==> config.mk <==
export PLATFORM = sky130hd
export DESIGN_NAME = irda_mir_destuff_flat
export DESIGN_NICKNAME = d
export VERILOG_FILES = /design/src/rtl/irda_mir_destuff_pkg.sv /design/src/rtl/irda_mir_destuff_if.sv /design/src/rtl/irda_mir_crc16.sv /design/src/rtl/irda_mir_destuff.sv /design/src/flat_wrapper.sv
export SDC_FILE = /design/constraint.sdc
export NUM_CORES = 1
export LEC_CHECK = 0
export BUFFER_PORTS_ARGS = -buffer_cell sky130_fd_sc_hd__buf_2
export CAP_MARGIN = 20
export CORE_MARGIN = 2
export CORE_UTILIZATION = 58
export CTS_BUF_LIST = sky130_fd_sc_hd__clkbuf_2 sky130_fd_sc_hd__clkbuf_4 sky130_fd_sc_hd__clkbuf_8
export DETAILED_ROUTE_END_ITERATION = 10
export GPL_TIMING_DRIVEN = 0
export HOLD_SLACK_MARGIN = 0.02
export PLACE_DENSITY = 0.83
export SYNTH_ARGS = -nofsm -noshare
export SYNTH_HDL_FRONTEND = slang
export SYNTH_SLANG_ARGS = --single-unit
==> constraint.sdc <==
create_clock -name clk -period 2.2 [get_ports clk]
set_input_delay 0.11 -clock clk [delete_from_list [all_inputs] [get_ports clk]]
set_output_delay 0.11 -clock clk [all_outputs]
set_load 0.05 [all_outputs]
==> src/rtl/irda_mir_destuff_pkg.sv <==
// Shared definitions for the MIR receive de-stuffer.
// Holds the two-state framing FSM encoding, the HDLC run-length thresholds
// and the CRC-16-CCITT (reflected) constants plus a one-bit CRC step helper.
package irda_mir_destuff_pkg;

    typedef enum logic [0:0] {
        StHunt    = 1'b0,
        StInFrame = 1'b1
    } mdb_state_e;

    localparam logic [15:0] MdbCrcPoly    = 16'h8408;
    localparam logic [15:0] MdbCrcInit    = 16'hFFFF;
    localparam logic [15:0] MdbCrcResidue = 16'hF0B8;

    localparam logic [2:0] MdbAbortOnes = 3'd7;
    localparam logic [2:0] MdbStuffOnes = 3'd5;

    // One step of the LSB-first (reflected) serial CRC.
    function automatic logic [15:0] crc16_step(input logic [15:0] crc, input logic b);
        logic fb;
        fb = crc[0] ^ b;
        return (crc >> 1) ^ (fb ? MdbCrcPoly : 16'h0000);
    endfunction

endpackage

==> src/rtl/irda_mir_destuff_if.sv <==
// Bus between the MIR flag detector / receive controller and the de-stuffer.
// slave  : de-stuffer side (consumes std_* and mdb_restart, drives mdb_* results)
// master : environment side (drives std_*, mir_rxbit_enable, mdb_restart)
interface irda_mir_destuff_if #(
    parameter int unsigned BYTE_CNT_W = 12
);
    logic                  mir_rxbit_enable;
    logic                  std_o;
    logic                  std_is_good_bit;
    logic                  std_st_detected;
    logic                  mdb_restart;
    logic [7:0]            mdb_byte_o;
    logic                  mdb_byte_valid;
    logic                  mdb_frame_start;
    logic                  mdb_frame_end;
    logic                  mdb_abort;
    logic [BYTE_CNT_W-1:0] mdb_byte_cnt;
    logic                  mdb_crc_ok;

    modport master (
        output mir_rxbit_enable, std_o, std_is_good_bit, std_st_detected, mdb_restart,
        input  mdb_byte_o, mdb_byte_valid, mdb_frame_start, mdb_frame_end, mdb_abort,
               mdb_byte_cnt, mdb_crc_ok
    );

    modport slave (
        input  mir_rxbit_enable, std_o, std_is_good_bit, std_st_detected, mdb_restart,
        output mdb_byte_o, mdb_byte_valid, mdb_frame_start, mdb_frame_end, mdb_abort,
               mdb_byte_cnt, mdb_crc_ok
    );
endinterface

==> src/rtl/irda_mir_crc16.sv <==
// Serial reflected CRC-16-CCITT (poly 0x8408, init 0xFFFF).
// Ports: clk, wb_rst_i (async, active high), init (reload init value),
//        bit_en (advance by bit_i), bit_i, crc_o (current register).
// init has priority over bit_en.
module irda_mir_crc16
    import irda_mir_destuff_pkg::*;
(
    input  logic        clk,
    input  logic        wb_rst_i,
    input  logic        init,
    input  logic        bit_en,
    input  logic        bit_i,
    output logic [15:0] crc_o
);
    logic [15:0] crc_q, crc_d;

    always_comb begin
        crc_d = crc_q;
        if (init) begin
            crc_d = MdbCrcInit;
        end else if (bit_en) begin
            crc_d = crc16_step(crc_q, bit_i);
        end
    end

    always_ff @(posedge clk or posedge wb_rst_i) begin
        if (wb_rst_i) begin
            crc_q <= MdbCrcInit;
        end else begin
            crc_q <= crc_d;
        end
    end

    assign crc_o = crc_q;
endmodule

==> src/rtl/irda_mir_destuff.sv <==
// MIR receive de-stuffer: sits after the STA/STO flag detector, drops HDLC
// stuffed zeros, detects aborts, assembles LSB-first bytes and marks frame
// start/end for the receive FIFO/DMA.
// Ports: clk, wb_rst_i (async, active high), mdb (irda_mir_destuff_if.slave):
//   inputs  mir_rxbit_enable, std_o, std_is_good_bit, std_st_detected, mdb_restart
//   outputs mdb_byte_o, mdb_byte_valid, mdb_frame_start, mdb_frame_end, mdb_abort,
//           mdb_byte_cnt, mdb_crc_ok
// Optional FCS check: define IRDA_MIR_DESTUFF_CRC_EN; otherwise mdb_crc_ok is tied high.
module irda_mir_destuff
    import irda_mir_destuff_pkg::*;
#(
    parameter int unsigned MIN_FRAME_BYTES = 1,
    parameter int unsigned BYTE_CNT_W      = 12
) (
    input logic               clk,
    input logic               wb_rst_i,
    irda_mir_destuff_if.slave mdb
);
    localparam logic [BYTE_CNT_W-1:0] MinBytes = BYTE_CNT_W'(MIN_FRAME_BYTES);

    mdb_state_e            state_q, state_d;
    logic [2:0]            ones_q, ones_d;
    logic [2:0]            bit_cnt_q, bit_cnt_d;
    logic [7:0]            sh_q, sh_d;
    logic [7:0]            byte_q, byte_d;
    logic [BYTE_CNT_W-1:0] byte_cnt_q, byte_cnt_d;
    logic                  seen_q, seen_d;   // a byte has completed since the last flag
    logic                  valid_q, valid_d;
    logic                  start_q, start_d;
    logic                  end_q, end_d;
    logic                  abort_q, abort_d;
    logic                  shift_en;
    logic                  flag_ev, data_ev;
    logic [BYTE_CNT_W-1:0] frame_bytes;

    assign flag_ev = mdb.mir_rxbit_enable & mdb.std_st_detected;
    assign data_ev = mdb.mir_rxbit_enable & mdb.std_is_good_bit & ~mdb.std_st_detected;
    // byte_cnt_q still shows the previous frame until this frame's first byte lands.
    assign frame_bytes = seen_q ? byte_cnt_q : '0;

    always_comb begin
        state_d    = state_q;
        ones_d     = ones_q;
        bit_cnt_d  = bit_cnt_q;
        sh_d       = sh_q;
        byte_d     = byte_q;
        byte_cnt_d = byte_cnt_q;
        seen_d     = seen_q;
        valid_d    = 1'b0;
        start_d    = 1'b0;
        end_d      = 1'b0;
        abort_d    = 1'b0;
        shift_en   = 1'b0;

        if (mdb.mdb_restart) begin
            state_d    = StHunt;
            ones_d     = '0;
            bit_cnt_d  = '0;
            byte_cnt_d = '0;
            seen_d     = 1'b0;
        end else if (flag_ev) begin
            // A closing flag is also the next opening flag.
            if (state_q == StInFrame) begin
                if (bit_cnt_q != '0) begin
                    abort_d = 1'b1;
                end else if (frame_bytes >= MinBytes) begin
                    end_d = 1'b1;
                end
            end
            state_d   = StInFrame;
            ones_d    = '0;
            bit_cnt_d = '0;
            seen_d    = 1'b0;
        end else if (data_ev && state_q == StInFrame) begin
            if (mdb.std_o) begin
                if (ones_q == MdbAbortOnes - 3'd1) begin
                    abort_d   = 1'b1;
                    state_d   = StHunt;
                    ones_d    = '0;
                    bit_cnt_d = '0;
                end else begin
                    ones_d   = ones_q + 3'd1;
                    shift_en = 1'b1;
                end
            end else begin
                ones_d   = '0;
                shift_en = (ones_q != MdbStuffOnes);  // zero after five ones is stuffing
            end
        end

        if (shift_en) begin
            sh_d = {mdb.std_o, sh_q[7:1]};
            if (bit_cnt_q == 3'd7) begin
                bit_cnt_d = '0;
                byte_d    = {mdb.std_o, sh_q[7:1]};
                valid_d   = 1'b1;
                if (!seen_q) begin
                    seen_d     = 1'b1;
                    start_d    = 1'b1;
                    byte_cnt_d = BYTE_CNT_W'(1);
                end else if (byte_cnt_q != '1) begin
                    byte_cnt_d = byte_cnt_q + 1'b1;
                end
            end else begin
                bit_cnt_d = bit_cnt_q + 3'd1;
            end
        end
    end

    always_ff @(posedge clk or posedge wb_rst_i) begin
        if (wb_rst_i) begin
            state_q    <= StHunt;
            ones_q     <= '0;
            bit_cnt_q  <= '0;
            sh_q       <= '0;
            byte_q     <= '0;
            byte_cnt_q <= '0;
            seen_q     <= 1'b0;
            valid_q    <= 1'b0;
            start_q    <= 1'b0;
            end_q      <= 1'b0;
            abort_q    <= 1'b0;
        end else begin
            state_q    <= state_d;
            ones_q     <= ones_d;
            bit_cnt_q  <= bit_cnt_d;
            sh_q       <= sh_d;
            byte_q     <= byte_d;
            byte_cnt_q <= byte_cnt_d;
            seen_q     <= seen_d;
            valid_q    <= valid_d;
            start_q    <= start_d;
            end_q      <= end_d;
            abort_q    <= abort_d;
        end
    end

    assign mdb.mdb_byte_o      = byte_q;
    assign mdb.mdb_byte_valid  = valid_q;
    assign mdb.mdb_frame_start = start_q;
    assign mdb.mdb_frame_end   = end_q;
    assign mdb.mdb_abort       = abort_q;
    assign mdb.mdb_byte_cnt    = byte_cnt_q;

`ifdef IRDA_MIR_DESTUFF_CRC_EN
    logic [15:0] crc;
    logic        crc_init;
    logic        crc_ok_q, crc_ok_d;

    assign crc_init = mdb.mdb_restart | flag_ev;

    irda_mir_crc16 u_crc16 (
        .clk      (clk),
        .wb_rst_i (wb_rst_i),
        .init     (crc_init),
        .bit_en   (shift_en),
        .bit_i    (mdb.std_o),
        .crc_o    (crc)
    );

    always_comb begin
        crc_ok_d = crc_ok_q;
        if (end_d) begin
            crc_ok_d = (crc == MdbCrcResidue);
        end else if (abort_d) begin
            crc_ok_d = 1'b0;
        end
    end

    always_ff @(posedge clk or posedge wb_rst_i) begin
        if (wb_rst_i) begin
            crc_ok_q <= 1'b0;
        end else begin
            crc_ok_q <= crc_ok_d;
        end
    end

    assign mdb.mdb_crc_ok = crc_ok_q;
`else
    assign mdb.mdb_crc_ok = 1'b1;
`endif

endmodule

==> src/flat_wrapper.sv <==
// flat-port wrapper written by rule: the top's interface ports become plain ports
module irda_mir_destuff_flat import irda_mir_destuff_pkg::*;
#(
    parameter int unsigned MIN_FRAME_BYTES = 1,
    parameter int unsigned BYTE_CNT_W      = 12
)
  (clk, wb_rst_i, mdb_mir_rxbit_enable, mdb_std_o, mdb_std_is_good_bit, mdb_std_st_detected, mdb_mdb_restart, mdb_mdb_byte_o, mdb_mdb_byte_valid, mdb_mdb_frame_start, mdb_mdb_frame_end, mdb_mdb_abort, mdb_mdb_byte_cnt, mdb_mdb_crc_ok);
  irda_mir_destuff_if #(.BYTE_CNT_W(BYTE_CNT_W)) mdb_i ();
  input logic clk;
  input logic wb_rst_i;
  input wire logic [$bits(mdb_i.mir_rxbit_enable)-1:0] mdb_mir_rxbit_enable;
  input wire logic [$bits(mdb_i.std_o)-1:0] mdb_std_o;
  input wire logic [$bits(mdb_i.std_is_good_bit)-1:0] mdb_std_is_good_bit;
  input wire logic [$bits(mdb_i.std_st_detected)-1:0] mdb_std_st_detected;
  input wire logic [$bits(mdb_i.mdb_restart)-1:0] mdb_mdb_restart;
  output wire logic [$bits(mdb_i.mdb_byte_o)-1:0] mdb_mdb_byte_o;
  output wire logic [$bits(mdb_i.mdb_byte_valid)-1:0] mdb_mdb_byte_valid;
  output wire logic [$bits(mdb_i.mdb_frame_start)-1:0] mdb_mdb_frame_start;
  output wire logic [$bits(mdb_i.mdb_frame_end)-1:0] mdb_mdb_frame_end;
  output wire logic [$bits(mdb_i.mdb_abort)-1:0] mdb_mdb_abort;
  output wire logic [$bits(mdb_i.mdb_byte_cnt)-1:0] mdb_mdb_byte_cnt;
  output wire logic [$bits(mdb_i.mdb_crc_ok)-1:0] mdb_mdb_crc_ok;
  assign mdb_i.mir_rxbit_enable = mdb_mir_rxbit_enable;
  assign mdb_i.std_o = mdb_std_o;
  assign mdb_i.std_is_good_bit = mdb_std_is_good_bit;
  assign mdb_i.std_st_detected = mdb_std_st_detected;
  assign mdb_i.mdb_restart = mdb_mdb_restart;
  assign mdb_mdb_byte_o = mdb_i.mdb_byte_o;
  assign mdb_mdb_byte_valid = mdb_i.mdb_byte_valid;
  assign mdb_mdb_frame_start = mdb_i.mdb_frame_start;
  assign mdb_mdb_frame_end = mdb_i.mdb_frame_end;
  assign mdb_mdb_abort = mdb_i.mdb_abort;
  assign mdb_mdb_byte_cnt = mdb_i.mdb_byte_cnt;
  assign mdb_mdb_crc_ok = mdb_i.mdb_crc_ok;
  irda_mir_destuff #(.MIN_FRAME_BYTES(MIN_FRAME_BYTES), .BYTE_CNT_W(BYTE_CNT_W)) u_core (.clk(clk), .wb_rst_i(wb_rst_i), .mdb(mdb_i));
endmodule
==> reports/metrics.yaml <==
cts.sinks: 39
yosysUniqueCellTypes: 43
drive_above_1_share_pct: 23.95
clockRootBuffer: "clkbuf_4"
cts_max_level: 2
hold_path_class: "input pin to flip-flop"
core_area_um2: 3284
syn_area_um2: 1956
design_area_um2: 2268
grt_use_total_pct: 22.90
synth.largest_area_cell: "dfrtp_1"
p_leak_nw: 1.185
synth_fa_ha_area_share_pct: 2.559
insertion_delay_ns: 0.35
dieHeight_um: 62.07
synth_top_family_by_area: "simple AND/OR/NAND/NOR gates"
die_w_um: 62.07
setup_violations: 0
fin_crit_ns: 2.080
grt_pass1_wl_um: 6348
drt_wl_total_um: 3932
slew_viol_final: 0
rows: 21
setup-tns-final_ns: 0
slowest_delay_ns: 0.49
max_freq_mhz: 480.7
synthCells: 198
dp_hpwl_um: 2748
ys.flop_type: "dfrtp_1"
critPathBufInv: 2
end_kind: "flip-flop"
async_reset_ff_share_pct: 100.0
synth.avg_cell_area_um2: 9.877
yosys_register_bits: 39
worstMarginPinSlew_ns: 0.7928
numCtsBuffers: 5
critical_path_class: "flip-flop to flip-flop"
area_growth_syn_to_layout_pct: 16.00
critPathTopFamily: "simple AND/OR/NAND/NOR gates"
syn-num-nets: 209
vdd_drop_max_v: 0.0004713
start_util_pct: 59.54
critPathMaxFanout: 10
grt_setup_unrepaired: "no"
slowest_stage: "or4_1"
cap_violations: 0
worst_ep_arrival_time_ns: 2.38
cellPowerDensity_nw_per_um2: 551.4
drc: 0
status: "complete, no violations"
nets: 248
synth_area_leaders: "dfrtp_1 (50%), nand2_1 (7.1%), mux2_2 (3.5%)"
synth.top_cell.area_share_pct: 49.90
utilization_pct: 69.07
antenna_found_initial: 0
synth_compound_gate_area_share_pct: 14.20
critPathRequiredTime_ns: 2.50
crit_chain: "clkbuf_1 -> nand4b_1 -> nand3_1 -> or4_1 -> buf_2 -> nor4_4 -> a211o_1"
synth_simple_gate_area_share_pct: 26.94
num_vias: 1647
ys_seq_area_share_pct: 49.90
ys_warn_count: 0
antenna_cells: 0
drtAntennaViolNets: 0
start_kind: "flip-flop"
cts_tree: "done"
synth-xor-area-share_pct: 0
slew_headroom_pct: 47.07
die_area_um2: 3852
grt_pass1_vias: 1472
fin_crit_sh_pct: 94.57
grt_start_max_net_pins: 40
port_buffers: 30
cts_buffer_depth: 2
drt_iter0_markers: 119
fin_worst_skew_ns: 0.01016
final_hold_viol_count: 0
layout_setup_ws_ns: 0.1195
synthMuxAreaShare_pct: 3.455
via_per_inst: 5.799
clkTransAtPathRegs_ns: 0.12
overflow: 0
synth_edf_count: 0
first_pass_iters: 4
dpl_cell_area_um2: 2163
place_congestion: 0.7881
pre_cts_slack_ns: 0.1232
wl_per_cell_um: 13.85
cts_setup_buffers: 0
boundaryPins: 32
==> worst reg2reg max path, stage by stage (launching register included) <==
cell      delay, ns
dfrtp_1        0.34
clkbuf_1       0.30
nand4b_1       0.24
nand3_1        0.14
or4_1          0.49
buf_2          0.19
nor4_4         0.21
a211o_1        0.13
==> cell families (layout without fill, tap and decap cells) <==
kind of cell    Yosys count  count (layout)
simple gates             95              95
compound gates           40              40
flops                    39              39
buf+inv                  13              53
mux                       6               6
fa+ha+maj                 4               4
other cells               1               1
==> power by group <==
part           switching (mW)  leakage, nW  internal, mW
combinational          0.0579        0.605        0.0282
clock                   0.238       0.0375         0.187
sequential             0.0106        0.543         0.730
total                   0.306         1.19         0.945
==> repair_timing <==
| action | in CTS | in global routing |
|---|---|---|
| endpoints found under the hold margin | 41 | 0 |
| hold buffers | 2 | 0 |
| endpoints found under the setup margin | 0 | 9 |
| resized for setup | 0 | 2 |
==> per-layer routing <==
metal  track usage (%)  vias to the layer above  share of wire, %
met5                 0                        -                 0
met4             10.94                        0               1.7
met3             4.969                        9               4.8
met2             38.39                       42                49
met1             27.99                      799                44
li1                  -                      797                 -
==> layout make-up <==
class,count,area [µm²]
Clock buffer,7,65.06
Fill cell,252,1016
Clock inverter,1,7.507
Timing Repair Buffer,32,170.2
Inverter,8,30.03
Buffer,5,23.77
Sequential cell,39,975.9
Tap cell,46,57.56
Multi-Input combinational cell,146,938.4
==> layout by cell type, fill, tap and decap left out, types with 4 or more instances in the layout <==
cell      count
nand2_1      37
nor3_1        4
inv_1         6
clkbuf_4      5
o21ai_0      10
nor3b_1       5
ha_1          4
mux2_2        6
nor2_1       13
a21oi_1       8
nand2b_1      4
buf_2        31
dfrtp_1      39
a211o_1       4
nand3_1       8
==> registers in the layout (all words and copies together), names as in the netlist, 3 cells and up <==
name / cells
u_core.mdb.mdb_byte_cnt: 12
u_core.mdb.mdb_byte_o: 8
u_core.sh_q: 7
u_core.bit_cnt_q: 3
u_core.ones_q: 3
==> synthesized netlist by cell type (3+ instances only) <==
master	number
mux2_2	6
ha_1	4
nor4_1	3
a21oi_1	8
a211o_1	4
nor2_1	13
clkbuf_1	3
dfrtp_1	39
a32o_1	3
nor3b_1	5
nand3_1	8
nand2_1	37
or3_1	3
and3_1	3
o21ai_0	10
inv_1	7
nor3_1	5
nand2b_1	4
==> metrics by stage <==
step / instances / power [mW] / hold WS [ns]
global placement: 274 / 0.8339 / 0.3545
floorplan: 198 / 0.8082 / 0.1731
detailed placement: 274 / 0.8382 / 0.3158
CTS: 284 / 1.260 / 0.04429
finish: 284 / 1.251 / 0.05501
global route: 284 / 1.313 / 0.06839
==> path summary, 6_finish.rpt <==
check / from / cells past startpoint / endpoint / slack, ns
max in group asynchronous: wb_rst_i / 3 / u_core.mdb.mdb_abort / 1.23
worst min-delay path: mdb_std_st_detected / 3 / u_core.state_q / 0.06
min in group asynchronous: wb_rst_i / 3 / u_core.mdb.mdb_byte_cnt[4] / 0.47
worst max-delay path: u_core.ones_q[0] / 7 / u_core.mdb.mdb_byte_cnt[5] / 0.12
worst min register to register: u_core.sh_q[1] / 2 / u_core.mdb.mdb_byte_o[0] / 0.48
worst max register to register: u_core.ones_q[0] / 7 / u_core.mdb.mdb_byte_cnt[5] / 0.12
No activity file was read; power rests on OpenSTA's default activity.
